--- src/rtl/mem_bus_arbiter_pkg.sv ---
// mem_bus_arbiter_pkg
//   Shared types for the fetch/data arbiter in front of mem_bus.
//   - arb_state_t : one-hot arbiter state (IDLE -> GRANT -> RELEASE -> IDLE)
//   - req_id_t    : requester identity (fetch port = 0, data port = 1)
//   - DATA_W / NUM_BYTES_W : bus data width and access-size field width
package mem_bus_arbiter_pkg;

  localparam int DATA_W      = 32;
  localparam int NUM_BYTES_W = 3;

  typedef enum logic [2:0] {
    ST_IDLE    = 3'b001,
    ST_GRANT   = 3'b010,
    ST_RELEASE = 3'b100
  } arb_state_t;

  typedef enum logic {
    REQ_FETCH = 1'b0,
    REQ_DATA  = 1'b1
  } req_id_t;

endpackage

--- src/rtl/mem_bus_arbiter_if.sv ---
// mem_bus_arbiter_if
//   Command/response signals between the arbiter and mem_bus.
//   master modport: the arbiter (drives the command, receives the response)
//   slave modport : mem_bus (receives the command, drives the response)
//   start_request  : command valid, held until request_done
//   target_address : address; MSB = IO select, MSB-1 = RAM select
//   num_bytes      : access size 1..4
//   is_write       : 1 = store
//   write_value    : store data
//   request_done   : transaction complete; fetched_value valid with it
//   fetched_value  : read data
interface mem_bus_arbiter_if
  import mem_bus_arbiter_pkg::*;
#(
  parameter int ADDRESS_SIZE = 18
) ();

  logic                    start_request;
  logic [ADDRESS_SIZE-1:0] target_address;
  logic [NUM_BYTES_W-1:0]  num_bytes;
  logic                    is_write;
  logic [DATA_W-1:0]       write_value;
  logic                    request_done;
  logic [DATA_W-1:0]       fetched_value;

  modport master (
    output start_request, target_address, num_bytes, is_write, write_value,
    input  request_done, fetched_value
  );

  modport slave (
    input  start_request, target_address, num_bytes, is_write, write_value,
    output request_done, fetched_value
  );

endinterface

--- src/rtl/mem_bus_arbiter_arb_rr2.sv ---
// arb_rr2
//   Two-way round-robin picker, purely combinational.
//   f_req, d_req : pending requests
//   last_grant   : requester that won most recently
//   grant        : winner; only meaningful when f_req | d_req
module arb_rr2
  import mem_bus_arbiter_pkg::*;
(
  input  logic    f_req,
  input  logic    d_req,
  input  req_id_t last_grant,
  output req_id_t grant
);

  // On a tie the requester that did not win last time goes next.
  always_comb begin
    grant = REQ_FETCH;
    if (f_req && d_req) begin
      grant = (last_grant == REQ_DATA) ? REQ_FETCH : REQ_DATA;
    end else if (d_req) begin
      grant = REQ_DATA;
    end
  end

endmodule

--- src/rtl/mem_bus_arbiter.sv ---
// mem_bus_arbiter
//   Shares the single mem_bus request port between the instruction-fetch
//   port and the load/store port. Round-robin arbitration, registered
//   command, start held until request_done, one-cycle done pulse, then a
//   RELEASE cycle so start_request is low for at least two cycles between
//   transactions.
// Ports
//   clk, rst_n                   clock, asynchronous active-low reset
//   f_req/f_address/f_num_bytes  fetch request (level, held until f_done)
//   f_done, f_rdata              fetch completion pulse and data
//   d_req/d_address/d_num_bytes/d_is_write/d_wdata  data request
//   d_done, d_rdata              data completion pulse and data
//   bus                          mem_bus command/response (master side)
//   busy                         high in GRANT and RELEASE
//   timeout_err                  sticky watchdog flag, cleared by reset only
module mem_bus_arbiter
  import mem_bus_arbiter_pkg::*;
#(
  parameter int ADDRESS_SIZE   = 18,
  parameter int TIMEOUT_CYCLES = 4096
) (
  input  logic                    clk,
  input  logic                    rst_n,

  input  logic                    f_req,
  input  logic [ADDRESS_SIZE-1:0] f_address,
  input  logic [NUM_BYTES_W-1:0]  f_num_bytes,
  output logic                    f_done,
  output logic [DATA_W-1:0]       f_rdata,

  input  logic                    d_req,
  input  logic [ADDRESS_SIZE-1:0] d_address,
  input  logic [NUM_BYTES_W-1:0]  d_num_bytes,
  input  logic                    d_is_write,
  input  logic [DATA_W-1:0]       d_wdata,
  output logic                    d_done,
  output logic [DATA_W-1:0]       d_rdata,

  mem_bus_arbiter_if.master       bus,

  output logic                    busy,
  output logic                    timeout_err
);

  // Counter only needs to reach TIMEOUT_CYCLES-1; a zero timeout disables it.
  localparam int            WD_W    = (TIMEOUT_CYCLES > 1) ? $clog2(TIMEOUT_CYCLES) : 1;
  localparam bit            WD_EN   = (TIMEOUT_CYCLES != 0);
  localparam logic [WD_W-1:0] WD_LAST = WD_W'((TIMEOUT_CYCLES > 0) ? TIMEOUT_CYCLES - 1 : 0);

  arb_state_t      state;
  req_id_t         last_grant;
  req_id_t         owner;
  req_id_t         pick;
  logic [WD_W-1:0] wd_cnt;

  arb_rr2 u_arb_rr2 (
    .f_req      (f_req),
    .d_req      (d_req),
    .last_grant (last_grant),
    .grant      (pick)
  );

  // Reset leaves last_grant = DATA so the fetch port wins the first tie.
  // The bus command is frozen for the whole GRANT phase; requester inputs
  // are only looked at in IDLE.
  always_ff @(posedge clk or negedge rst_n) begin
    if (!rst_n) begin
      state              <= ST_IDLE;
      last_grant         <= REQ_DATA;
      owner              <= REQ_FETCH;
      wd_cnt             <= '0;
      bus.start_request  <= 1'b0;
      bus.target_address <= '0;
      bus.num_bytes      <= '0;
      bus.is_write       <= 1'b0;
      bus.write_value    <= '0;
      f_done             <= 1'b0;
      f_rdata            <= '0;
      d_done             <= 1'b0;
      d_rdata            <= '0;
      busy               <= 1'b0;
      timeout_err        <= 1'b0;
    end else begin
      case (state)
        ST_IDLE: begin
          if (f_req || d_req) begin
            owner      <= pick;
            last_grant <= pick;
            wd_cnt     <= '0;
            if (pick == REQ_FETCH) begin
              bus.target_address <= f_address;
              bus.num_bytes      <= f_num_bytes;
              bus.is_write       <= 1'b0;
              bus.write_value    <= '0;
            end else begin
              bus.target_address <= d_address;
              bus.num_bytes      <= d_num_bytes;
              bus.is_write       <= d_is_write;
              bus.write_value    <= d_wdata;
            end
            bus.start_request <= 1'b1;
            busy              <= 1'b1;
            state             <= ST_GRANT;
          end
        end

        ST_GRANT: begin
          if (bus.request_done) begin
            if (owner == REQ_FETCH) begin
              f_rdata <= bus.fetched_value;
              f_done  <= 1'b1;
            end else begin
              d_rdata <= bus.fetched_value;
              d_done  <= 1'b1;
            end
            bus.start_request <= 1'b0;
            state             <= ST_RELEASE;
          end else if (WD_EN) begin
            // Saturate and flag, but keep waiting for the bus.
            if (wd_cnt == WD_LAST) begin
              timeout_err <= 1'b1;
            end else begin
              wd_cnt <= wd_cnt + 1'b1;
            end
          end
        end

        ST_RELEASE: begin
          f_done <= 1'b0;
          d_done <= 1'b0;
          busy   <= 1'b0;
          state  <= ST_IDLE;
        end

        default: begin
          bus.start_request <= 1'b0;
          f_done            <= 1'b0;
          d_done            <= 1'b0;
          busy              <= 1'b0;
          state             <= ST_IDLE;
        end
      endcase
    end
  end

endmodule
--- src/flat_wrapper.sv ---
// flat-port wrapper written by rule: the top's interface ports become plain ports
module mem_bus_arbiter_flat import mem_bus_arbiter_pkg::*;
#(
  parameter int ADDRESS_SIZE   = 18,
  parameter int TIMEOUT_CYCLES = 4096
)
  (clk, rst_n, f_req, f_address, f_num_bytes, f_done, f_rdata, d_req, d_address, d_num_bytes, d_is_write, d_wdata, d_done, d_rdata, busy, timeout_err, bus_start_request, bus_target_address, bus_num_bytes, bus_is_write, bus_write_value, bus_request_done, bus_fetched_value);
  mem_bus_arbiter_if #(.ADDRESS_SIZE(ADDRESS_SIZE)) bus_i ();
  input  logic clk;
  input  logic rst_n;
  input  logic f_req;
  input  logic [ADDRESS_SIZE-1:0] f_address;
  input  logic [NUM_BYTES_W-1:0] f_num_bytes;
  output logic f_done;
  output logic [DATA_W-1:0] f_rdata;
  input  logic d_req;
  input  logic [ADDRESS_SIZE-1:0] d_address;
  input  logic [NUM_BYTES_W-1:0] d_num_bytes;
  input  logic d_is_write;
  input  logic [DATA_W-1:0] d_wdata;
  output logic d_done;
  output logic [DATA_W-1:0] d_rdata;
  output logic busy;
  output logic timeout_err;
  output wire logic [$bits(bus_i.start_request)-1:0] bus_start_request;
  output wire logic [$bits(bus_i.target_address)-1:0] bus_target_address;
  output wire logic [$bits(bus_i.num_bytes)-1:0] bus_num_bytes;
  output wire logic [$bits(bus_i.is_write)-1:0] bus_is_write;
  output wire logic [$bits(bus_i.write_value)-1:0] bus_write_value;
  input wire logic [$bits(bus_i.request_done)-1:0] bus_request_done;
  input wire logic [$bits(bus_i.fetched_value)-1:0] bus_fetched_value;
  assign bus_start_request = bus_i.start_request;
  assign bus_target_address = bus_i.target_address;
  assign bus_num_bytes = bus_i.num_bytes;
  assign bus_is_write = bus_i.is_write;
  assign bus_write_value = bus_i.write_value;
  assign bus_i.request_done = bus_request_done;
  assign bus_i.fetched_value = bus_fetched_value;
  mem_bus_arbiter #(.ADDRESS_SIZE(ADDRESS_SIZE), .TIMEOUT_CYCLES(TIMEOUT_CYCLES)) u_core (.clk(clk), .rst_n(rst_n), .f_req(f_req), .f_address(f_address), .f_num_bytes(f_num_bytes), .f_done(f_done), .f_rdata(f_rdata), .d_req(d_req), .d_address(d_address), .d_num_bytes(d_num_bytes), .d_is_write(d_is_write), .d_wdata(d_wdata), .d_done(d_done), .d_rdata(d_rdata), .bus(bus_i), .busy(busy), .timeout_err(timeout_err));
endmodule
--- config.mk ---
export PLATFORM = sky130hd
export DESIGN_NAME = mem_bus_arbiter_flat
export DESIGN_NICKNAME = d
export VERILOG_FILES = /design/src/rtl/mem_bus_arbiter_pkg.sv /design/src/rtl/mem_bus_arbiter_if.sv /design/src/rtl/mem_bus_arbiter_arb_rr2.sv /design/src/rtl/mem_bus_arbiter.sv /design/src/flat_wrapper.sv
export SDC_FILE = /design/constraint.sdc
export NUM_CORES = 1
export LEC_CHECK = 0
export ABC_AREA = 1
export CAP_MARGIN = 15
export CORE_AREA = 3 3 117 119
export DETAILED_ROUTE_END_ITERATION = 8
export DIE_AREA = 0 0 120 122
export PLACE_DENSITY_LB_ADDON = 0.08
export SLEW_MARGIN = 30
export SYNTH_ARGS = -nofsm -noshare
export SYNTH_HDL_FRONTEND = slang
export SYNTH_SLANG_ARGS = --single-unit
--- constraint.sdc ---
create_clock -name clk -period 2.5 [get_ports clk]
set_input_delay 0.75 -clock clk [delete_from_list [all_inputs] [get_ports clk]]
set_output_delay 0.75 -clock clk [all_outputs]
set_load 0.05 [all_outputs]
* After elaboration in Yosys (flattened, before gate mapping)
Cells that the tools add are included.
Storage, ports and cells: flip-flop bits (word level) 140, latch bits 0, bits in writable memories 0, memory bits (read-only) 0, input bits 112, output and inout bits 123, word-level logic and storage cells 68, memories 0
Operators by class: add/subtract/negate cells 1, multipliers 0, div/mod/pow operators 0, order comparisons 0, equal/unequal tests 10, shift operators 0, muxes and demuxes 24, bitwise logic cells 5, reduce and logical (&&, ||, !) cells 13
Operators with widths (count):
- 12-bit 2-to-1 mux | 3
- 32-bit 2-to-1 mux | 1
- 12-bit one-hot mux with 2 select lines | 1
- 18-bit 2-to-1 mux | 1
- 3-bit AND reduction | 6
- 12-bit by 1-bit adder with 12-bit output (second input constant) | 1
- 12-bit equality test (second input constant) | 1
- 1-bit 2-to-1 mux | 10
- 3-bit 2-to-1 mux | 3
- 2-bit inequality test (second input constant) | 4
- 1-bit one-hot mux with 2 select lines | 3
- 3-bit one-hot mux with 2 select lines | 1
- 2-bit AND reduction | 3
- 1-bit NOT | 5
- 2-bit by 1-bit inequality test with 1-bit output (second input constant) | 2
- 4-bit AND reduction | 1
- 3-bit by 1-bit equality test with 1-bit output (second input constant) | 1
- 3-bit by 2-bit equality test with 1-bit output (second input constant) | 1
- 3-bit equality test (second input constant) | 1
- 1-bit one-hot mux with 3 select lines | 1
- 2-bit nonzero test | 1
- 1-bit logical AND | 1
- 1-bit logical OR | 1

* Longest topological paths before layout
Gate-level depths: netlist (run 1).
depth in word-level cells 4, mapped depth 10, gate-level depth less buffers 8

* Modules after synthesis
Synthesis (run 1) repeated with hierarchy kept, for this count alone.
Unflattened totals: cells, all modules 662, area, all modules 6113.4 um^2
By module, submodules not included:
- mem_bus_arbiter | instances 1, cells each 660, area each 6100.9 um^2, sequential area each 3505.9 um^2
- arb_rr2 | instances 1, cells each 2, area each 12.5 um^2, sequential area each 0.0 um^2

* Least setup slack after synthesis (run 1)
No wires, ideal clock.
path type input to register, start point input port d_req, end point register u_core.bus.num_bytes[0], arrival 1.546 ns, required time 2.417 ns, setup slack 0.872 ns, stages 6, buffers on the path 2, cell sequence inv_1 -> a21oi_1 -> buf_2 -> clkbuf_1 -> o21ai_0 -> o21ai_0
Between the ends: word-level cells in the longest chain between the ends 3, elaborated cells between the ends (all ways) 6
RTL lines:
- from (decl) | RTL line flat_wrapper.sv:16 | input logic d_req;
- 1-bit 2-to-1 mux or 1-bit logical AND (tied branches) | RTL line mem_bus_arbiter_arb_rr2.sv:20, mem_bus_arbiter_arb_rr2.sv:18
- 1-bit 2-to-1 mux | RTL line mem_bus_arbiter_arb_rr2.sv:18 | if (f_req && d_req) begin
- 3-bit 2-to-1 mux | RTL line mem_bus_arbiter.sv:90 | if (pick == REQ_FETCH) begin
- to (signal assigned) | RTL line mem_bus_arbiter.sv:92 | bus.num_bytes <= f_num_bytes;
- to (signal assigned) | RTL line mem_bus_arbiter.sv:97 | bus.num_bytes <= d_num_bytes;
- to (decl) | RTL line mem_bus_arbiter_if.sv:27 | output start_request, target_address, num_bytes, is_write, write_value,
Parallel ways exist; a longest one is shown, timed or not. A chain may end at the register's enable or synchronous reset.

* Worst setup path after layout (run 1)
start point register u_core.bus.write_value[28], end point output port bus_write_value[28]
RTL lines:
- from (decl) | RTL line mem_bus_arbiter_if.sv:27
- from (signal assigned) | RTL line mem_bus_arbiter.sv:99 | bus.write_value <= d_wdata;
- to (decl) | RTL line flat_wrapper.sv:29 | output wire logic [$bits(bus_i.write_value)-1:0] bus_write_value;
No word-level cell between the ends.

==> results of run 1 <==
cell type report:
type                    instances  area share
flip-flops and latches        140       0.390
multi-input cells             418       0.225
clock buffers                  18      0.0477
repair buffers                246       0.276
clock inverters                14      0.0189
inverters                      46      0.0192
well taps                     172      0.0239
sequential cells by signal, summed over array words and instances (netlist names), 3 cells and up:
register	cells
u_core.bus.num_bytes	3
u_core.bus.target_address	18
u_core.bus.write_value	32
u_core.d_rdata	32
u_core.f_rdata	32
u_core.state	3
u_core.wd_cnt	12
cells in the final DEF, fill, tap and decap left out, drive strengths merged:
cell type and n:
nand4 4, ha 1, dfrtp 138, nand3 9, clkdlybuf4s50 233, clkbuf 18, o211ai 2, a21oi 1
xnor2 3, buf 13, inv 48, nor3 1, bufinv 3, o21bai 1, nor2 35, xor2 4
clkinv 5, o21ai 152, nand2 205, clkinvlp 4, dfstp 2
through the flow:
stage                     std cells  setup WS, ns
after floorplan                 640         0.872
after global placement         1022         0.267
after detailed placement       1022         0.198
after CTS                      1054         0.109
after global routing           1054        0.0635
final                          1054         0.130
cells by family (layout without fill, tap and decap cells):
logic type      after synthesis  after routing  share of synthesized area
compound gates              156            156                      0.156
xor+xnor                      7              7                     0.0103
fa+ha+maj                     1              1                    0.00211
buf+inv                      82            324                     0.0721
flops                       140            140                      0.590
simple gates                254            254                      0.169
layer usage:
layer,share of wire,track usage
met1,0.40,0.274
met5,0,0
met4,0.017,0.0816
met2,0.50,0.387
met3,0.085,0.0831
path summary, 6_finish.rpt:
path,start,end,slack [ns],cells after the start
worst max register to register,u_core.wd_cnt[0],u_core.wd_cnt[11],0.73,6
min in group clk,u_core.d_rdata[13],u_core.d_rdata[13],0.48,2
worst min register to register,u_core.d_rdata[13],u_core.d_rdata[13],0.48,2
max in group asynchronous,rst_n,u_core.d_rdata[11],1.58,2
worst min-delay path,rst_n,u_core.d_rdata[19],0.29,1
worst max-delay path,u_core.bus.write_value[28],bus_write_value[28],0.13,1
power by group:
group	leakage [nW]	switching, mW	internal [mW]
clock network	0.283	0.967	1.57
logic	1.96	4.61	2.16
registers	1.80	0.541	3.18
==> impl_metrics.csv, run 1 <==
group,metric,value,unit
cells_and_area,final-seq-area,0.00351,mm2
timing,period_share,0.948,
setup_path,endpoint_kind,"output port",
timing,min_period,2.37,ns
floorplan,placeableCoreArea,0.0127,mm2
synth,synth_area_leaders,"dfrtp_1 58%, nand2_1 13%, o21ai_0 6.0%",
route,num_vias,5152,
placed_design,dpl-instance-area,0.00840,mm2
setup_path,worst-path-buf-inv,1,
clocking,clock_latency,0.41,ns
synth,syn_inst,640,
floorplan,start_util,0.469,
timing,fmax,0.422,GHz
timing,finalSetupViolCount,0,
global_route,grtUsageTotal,0.230,
setup_path,worst-path-max-fanout,2,
route,wl_per_cell,15.4,um
timing,worstMarginPinSlew,0.646,ns
synth,synth_top_area_share,0.582,
timing,hold_violations,0,
clocking,cts_max_level,4,
synth,syn_area_per_cell,9.28,um2
placed_design,io_buffer_count,234,
synth,ys_types,27,
global_route,overflow,0,
cells_and_area,finish.instance_area,0.00900,mm2
synth,synth_most_common_cell,"nand2_1",
clocking,ctsHoldBuffers,0,
placed_design,hpwlAfterDp,12000,um
synth,ys_ff_latch,140,
setup_path,path_delay_family,"buffers and inverters",
synth,syn-num-nets,753,
setup_path,slowest_delay,0.82,ns
clocking,clock_sinks,140,
floorplan,rows,41,
synth,seq_area_frac_synth,0.590,
clocking,cts_resized,0,
setup_path,critPathArrivalTime,1.62,ns
cells_and_area,nNetsFinal,982,
cells_and_area,fillers,972,
timing,tns,0,ns
synth,yosys_warnings,0,
cells_and_area,drive_gt1_frac,0.107,
route,wl,16300,um
route,drtIter0Drc,328,
cells_and_area,final_core_util,0.710,
timing,hold_ws,0.289,ns
cells_and_area,multiInputGateArea,0.00202,mm2
synth,syn-cell-area,0.00594,mm2
setup_path,path_cells,"clkdlybuf4s50_1",
route,drt.antenna.violating_nets,0,
floorplan,pin_count,235,
clocking,root_buffer,"clkbuf_16",
global_route,grt_max_degree,66,
synth,synth_flop_cell,"dfrtp_1",
route,first_pass_iters,6,
clocking,cts_buffers,17,
job,drv_cap,0,
clocking,clockBufferDepth,2,
clocking,post-cts-setup-buffers,0,
global_route,grt_pass1_wl,26500,um
synth,synth_edf_count,0,
setup_path,crit_slowest_cell,"clkdlybuf4s50_1",
setup_path,critical_path_class,"flip-flop to output port",
synth,synth_common_cells,"201 x nand2_1, 138 x dfrtp_1, 71 x o21ai_0",
hold_path,worstHoldPathType,"input port to asynchronous set/reset pin",
route,viasPerCell,4.89,
timing,skew,0.00724,ns
pwr,p_leak,4.04,nW
synth,yosysTopAreaCell,"dfrtp_1",
floorplan,die_height,122,um
pwr,ir_worst_vdd,0.000820,V
run_status,status,"completed",
floorplan,die_w,120,um
floorplan,die_area,0.0146,mm2
pwr,power_density,1450,mW/mm2
clocking,cts_tree,"built",
pwr,power,13.0,mW
setup_path,cp-start-kind,"flip-flop",
global_route,grt_pass1_vias,5321,
clocking,clk_pin_slew_worst_paths,0.06,ns
cells_and_area,diodes,0,
cells_and_area,syn2layout_area_growth,51.5,%
timing,slew_violations,0,
setup_path,required,1.75,ns
placed_design,gp_congestion,0.792,
synth,postSynth.asyncResetShare,1.00,
timing,relSlewSlack,0.569,
route,route.detailed.drc,0,
global_route,antenna_found_initial,0,
timing,rsz0062_at_grt,"no",
(Power assumes the default switching activity.)
==> run 2, diff against run 1 <==
--- a/config.mk
+++ b/config.mk
@@ -7,10 +7,11 @@
 export LEC_CHECK = 0
 export ABC_AREA = 1
 export CAP_MARGIN = 15
-export CORE_AREA = 3 3 117 119
+export CORE_AREA = 2 2 116 118
 export DETAILED_ROUTE_END_ITERATION = 8
-export DIE_AREA = 0 0 120 122
+export DIE_AREA = 0 0 118 120
 export PLACE_DENSITY_LB_ADDON = 0.08
+export SKIP_CTS_REPAIR_TIMING = 1
 export SLEW_MARGIN = 30
 export SYNTH_ARGS = -nofsm -noshare
 export SYNTH_HDL_FRONTEND = slang
==> impl_metrics.csv, run 2 (synthesized netlist as in run 1, its figures left out) <==
group,metric,value,unit
route,num_vias,5046,
floorplan,die_w,118,um
clocking,cts_buffers,17,
timing,fmax,0.423,GHz
cells_and_area,nNetsFinal,982,
timing,tns,0,ns
setup_path,critPathArrivalTime,1.61,ns
cells_and_area,syn2layout_area_growth,51.2,%
floorplan,start_util,0.457,
cells_and_area,top_regs,"u_core.bus.write_value (32), u_core.d_rdata (32), u_core.f_rdata (32)",
timing,slew_violations,0,
cells_and_area,final_cell_mix,"233 x clkdlybuf4s50_1, 199 x nand2_1, 138 x dfrtp_1",
global_route,grt_pass1_wl,25300,um
cells_and_area,multiInputGateArea,0.00202,mm2
timing,period_share,0.946,
cells_and_area,fillers,1031,
floorplan,die_area,0.0142,mm2
timing,worstMarginPinSlew,0.648,ns
placed_design,io_buffer_count,234,
cells_and_area,final_common_cell,"clkdlybuf4s50_1",
pwr,power_density,1430,mW/mm2
clocking,root_buffer,"clkbuf_16",
timing,relSlewSlack,0.568,
setup_path,crit_slowest_cell,"clkdlybuf4s50_1",
run_status,status,"completed",
placed_design,hpwlAfterDp,11100,um
setup_path,path_cells,"clkdlybuf4s50_1",
clocking,clockBufferDepth,2,
job,drv_cap,0,
setup_path,slowest_delay,0.82,ns
setup_path,critical_path_class,"flip-flop to output port",
global_route,grt_pass1_vias,5103,
route,drtIter0Drc,250,
placed_design,post-place-cells,1026,
pwr,ir_worst_vdd,0.000668,V
pwr,p_leak,4.04,nW
setup_path,required,1.75,ns
clocking,cts_max_level,4,
global_route,overflow,0,
clocking,clock_latency,0.41,ns
cells_and_area,diodes,0,
placed_design,gp_congestion,0.811,
timing,min_period,2.36,ns
floorplan,placeableCoreArea,0.0130,mm2
global_route,grtUsageTotal,0.225,
cells_and_area,stdcell_count,1057,
clocking,clock_sinks,140,
floorplan,pin_count,235,
timing,finalSetupViolCount,0,
route,route.detailed.drc,0,
clocking,cts_tree,"built",
route,viasPerCell,4.77,
route,first_pass_iters,4,
hold_path,worstHoldPathType,"input port to asynchronous set/reset pin",
floorplan,die_height,120,um
timing,hold_violations,0,
placed_design,dpl-instance-area,0.00842,mm2
clocking,clk_pin_slew_worst_paths,0.06,ns
route,wl,15300,um
setup_path,endpoint_kind,"output port",
setup_path,path_delay_family,"buffers and inverters",
setup_path,cp-start-kind,"flip-flop",
cells_and_area,drive_gt1_frac,0.104,
route,drt.antenna.violating_nets,0,
setup_path,worst-path-buf-inv,1,
floorplan,rows,42,
timing,rsz0062_at_grt,"no",
global_route,antenna_found_initial,0,
cells_and_area,final-seq-area,0.00351,mm2
cells_and_area,finish.instance_area,0.00898,mm2
global_route,grt_max_degree,69,
route,wl_per_cell,14.5,um
timing,skew,0.00951,ns
setup_path,worst-path-max-fanout,2,
-- run 2: changes by cell type in the layout (fill, tap and decap cells not counted) --
cell        delta
buf_4          -1
clkinvlp_4     -3
clkinv_2       +2
bufinv_16      -2
buf_12         +1
clkbuf_8       +5
inv_6          -2
clkbuf_1       +1
clkinv_4       -2
-- run 2: worst reg2reg max path, cell delays in order (launching register included) --
cell,delay (ns)
dfrtp_1,0.46
ha_1,0.31
inv_1,0.07
nor2_1,0.19
nand4_1,0.20
nand3_2,0.33
o21ai_0,0.13
-- run 2: final timing paths --
check / from / end / slack (ns) / cells past startpoint
max in group asynchronous: rst_n / u_core.last_grant / 1.50 / 2
min in group clk: u_core.d_rdata[14] / u_core.d_rdata[14] / 0.48 / 2
min reg2reg: u_core.d_rdata[14] / u_core.d_rdata[14] / 0.48 / 2
max: u_core.f_rdata[6] / f_rdata[6] / 0.14 / 1
max reg2reg: u_core.wd_cnt[0] / u_core.wd_cnt[11] / 0.68 / 6
min: rst_n / u_core.f_rdata[8] / 0.33 / 1
-- run 2: cell type report --
| class | instances | share of cell area |
|---|---|---|
| clock buffers | 24 | 0.0559 |
| clock inverters | 7 | 0.00697 |
| inverters | 46 | 0.0192 |
| multi-input cells | 418 | 0.225 |
| flip-flops and latches | 140 | 0.390 |
| well taps | 176 | 0.0245 |
| repair buffers | 246 | 0.278 |
-- run 2: layer usage --
layer	global-route usage	share of wire	up-vias
li1	-	-	2499
met1	0.273	0.42	2330
met2	0.377	0.49	191
met3	0.0765	0.076	26
met4	0.0798	0.020	0
met5	0	0	-
-- run 2: per-stage QoR --
| step | utilization | setup slack [ns] | hold slack (ns) | total power, mW |
|---|---|---|---|---|
| CTS | 0.692 | 0.113 | 0.351 | 12.9 |
| global route | 0.692 | 0.0788 | 0.378 | 13.5 |
| floorplan | - | 0.872 | 0.447 | 8.13 |
| detailed placement | 0.648 | 0.178 | 0.465 | 10.5 |
| finish | 0.692 | 0.135 | 0.326 | 12.8 |
| global placement | 0.648 | 0.237 | 0.457 | 10.4 |
-- run 2: power breakdown --
part / switching, mW / internal, mW
clock network: 0.888 / 1.49
logic: 4.57 / 2.18
registers: 0.522 / 3.18
==> run 3, diff against run 2 <==
--- a/config.mk
+++ b/config.mk
@@ -7,9 +7,10 @@
 export LEC_CHECK = 0
 export ABC_AREA = 1
 export CAP_MARGIN = 15
-export CORE_AREA = 2 2 116 118
+export CORE_AREA = 2 2 114 116
+export CTS_BUF_LIST = sky130_fd_sc_hd__clkbuf_4
 export DETAILED_ROUTE_END_ITERATION = 8
-export DIE_AREA = 0 0 118 120
+export DIE_AREA = 0 0 116 118
 export PLACE_DENSITY_LB_ADDON = 0.08
 export SKIP_CTS_REPAIR_TIMING = 1
 export SLEW_MARGIN = 30
==> impl_metrics.csv, run 3 (synthesized netlist as in run 1, its figures left out) <==
group,metric,value,unit
placed_design,io_buffer_count,234,
setup_path,crit_slowest_cell,"clkdlybuf4s50_1",
clocking,cts_tree,"built",
clocking,clockBufferDepth,2,
timing,period_share,0.969,
cells_and_area,drive_gt1_frac,0.105,
clocking,cts_buffers,17,
setup_path,path_cells,"clkdlybuf4s50_1",
cells_and_area,final_common_cell,"nand2_1",
route,viasPerCell,4.87,
route,drt.antenna.violating_nets,0,
setup_path,slowest_delay,0.80,ns
cells_and_area,top_regs,"u_core.bus.write_value (32), u_core.d_rdata (32), u_core.f_rdata (32)",
setup_path,path_delay_family,"buffers and inverters",
cells_and_area,stdcell_count,1053,
floorplan,die_area,0.0137,mm2
global_route,grt_pass1_vias,5228,
hold_path,worstHoldPathType,"input port to asynchronous set/reset pin",
clocking,clock_latency,0.51,ns
setup_path,critPathArrivalTime,1.67,ns
setup_path,required,1.75,ns
route,wl,15700,um
timing,finalSetupViolCount,0,
clocking,cts_max_level,4,
route,drtIter0Drc,414,
clocking,clock_sinks,140,
placed_design,post-place-cells,1020,
placed_design,gp_congestion,0.812,
cells_and_area,nNetsFinal,980,
job,drv_cap,0,
setup_path,endpoint_kind,"output port",
timing,slew_violations,0,
timing,relSlewSlack,0.543,
pwr,ir_worst_vdd,0.000700,V
setup_path,r2r_slack,0.69,ns
setup_path,cp-start-kind,"flip-flop",
pwr,power,11.9,mW
setup_path,worst-path-buf-inv,1,
timing,worstMarginPinSlew,0.684,ns
floorplan,die_height,118,um
global_route,grt_pass1_wl,25400,um
timing,min_period,2.42,ns
floorplan,start_util,0.478,
setup_path,worst-path-max-fanout,2,
setup_path,critical_path_class,"flip-flop to output port",
run_status,status,"completed",
clocking,root_buffer,"clkbuf_4",
floorplan,placeableCoreArea,0.0124,mm2
route,first_pass_iters,5,
global_route,grtUsageTotal,0.237,
floorplan,die_w,116,um
pwr,power_density,1320,mW/mm2
cells_and_area,final_core_util,0.725,
timing,hold_ws,0.184,ns
route,num_vias,5133,
clocking,clk_pin_slew_worst_paths,0.11,ns
global_route,antenna_found_initial,1,
route,wl_per_cell,14.9,um
floorplan,pin_count,235,
placed_design,hpwlAfterDp,11100,um
global_route,grt_max_degree,66,
timing,skew,0.0132,ns
floorplan,rows,41,
global_route,overflow,0,
cells_and_area,syn2layout_area_growth,51.5,%
pwr,p_leak,5.53,nW
cells_and_area,final_cell_mix,"199 x nand2_1, 138 x dfrtp_1, 120 x dlymetal6s2s_1",
timing,hold_violations,0,
route,route.detailed.drc,0,
timing,fmax,0.413,GHz
-- run 3: cell count changes in the layout (fill, tap and decap cells not counted), sizes merged --
cell           change
buf                -2
bufinv             +3
clkbuf             -6
clkdlybuf4s50    -120
clkinv             +2
clkinvlp           +2
diode              +1
dlymetal6s2s     +120
-- run 3: layout make-up --
| type | count | area, um2 |
|---|---|---|
| Sequential cell | 140 | 3510 |
| Clock inverter | 14 | 176 |
| Timing Repair Buffer | 244 | 2770 |
| Tap cell | 172 | 215 |
| Fill cell | 942 | 3420 |
| Clock buffer | 18 | 135 |
| Inverter | 46 | 173 |
| Antenna cell | 1 | 2.50 |
| Multi-Input combinational cell | 418 | 2020 |
-- run 3: through the flow --
| step | setup slack (ns) | cell area [um2] | setup TNS (ns) |
|---|---|---|---|
| after detailed placement | 0.218 | 8380 | 0 |
| final | 0.0780 | 9000 | 0 |
| after CTS | -0.0425 | 8690 | -0.210 |
| after floorplan | 0.872 | 5940 | 0 |
| after global placement | 0.273 | 8380 | 0 |
| after global routing | -0.00615 | 9000 | -0.0117 |
-- run 3: final timing paths --
path | startpoint | endpoint | cells past startpoint
setup / recovery | u_core.f_rdata[9] | f_rdata[9] | 1
hold / removal | rst_n | u_core.f_rdata[14] | 1
setup reg to reg | u_core.wd_cnt[0] | u_core.wd_cnt[10] | 7
hold reg to reg | u_core.busy | u_core.busy | 2
max in group asynchronous | rst_n | u_core.d_rdata[9] | 2
min in group clk | u_core.busy | u_core.busy | 2
-- run 3: power by group --
group | total [mW] | internal, mW | switching [mW]
clock network | 1.59 | 0.790 | 0.801
logic | 6.67 | 2.07 | 4.60
registers | 3.64 | 3.16 | 0.477
total | 11.9 | 6.03 | 5.87
-- run 3: routing by layer --
metal / vias up / wire length (um) / part of all wire / global-route usage
li1: 2507 / - / - / -
met1: 2394 / 6020 / 0.38 / 0.286
met2: 211 / 8010 / 0.51 / 0.393
met3: 21 / 1420 / 0.091 / 0.0855
met4: 0 / 269 / 0.017 / 0.0737
met5: - / 0 / 0 / 0
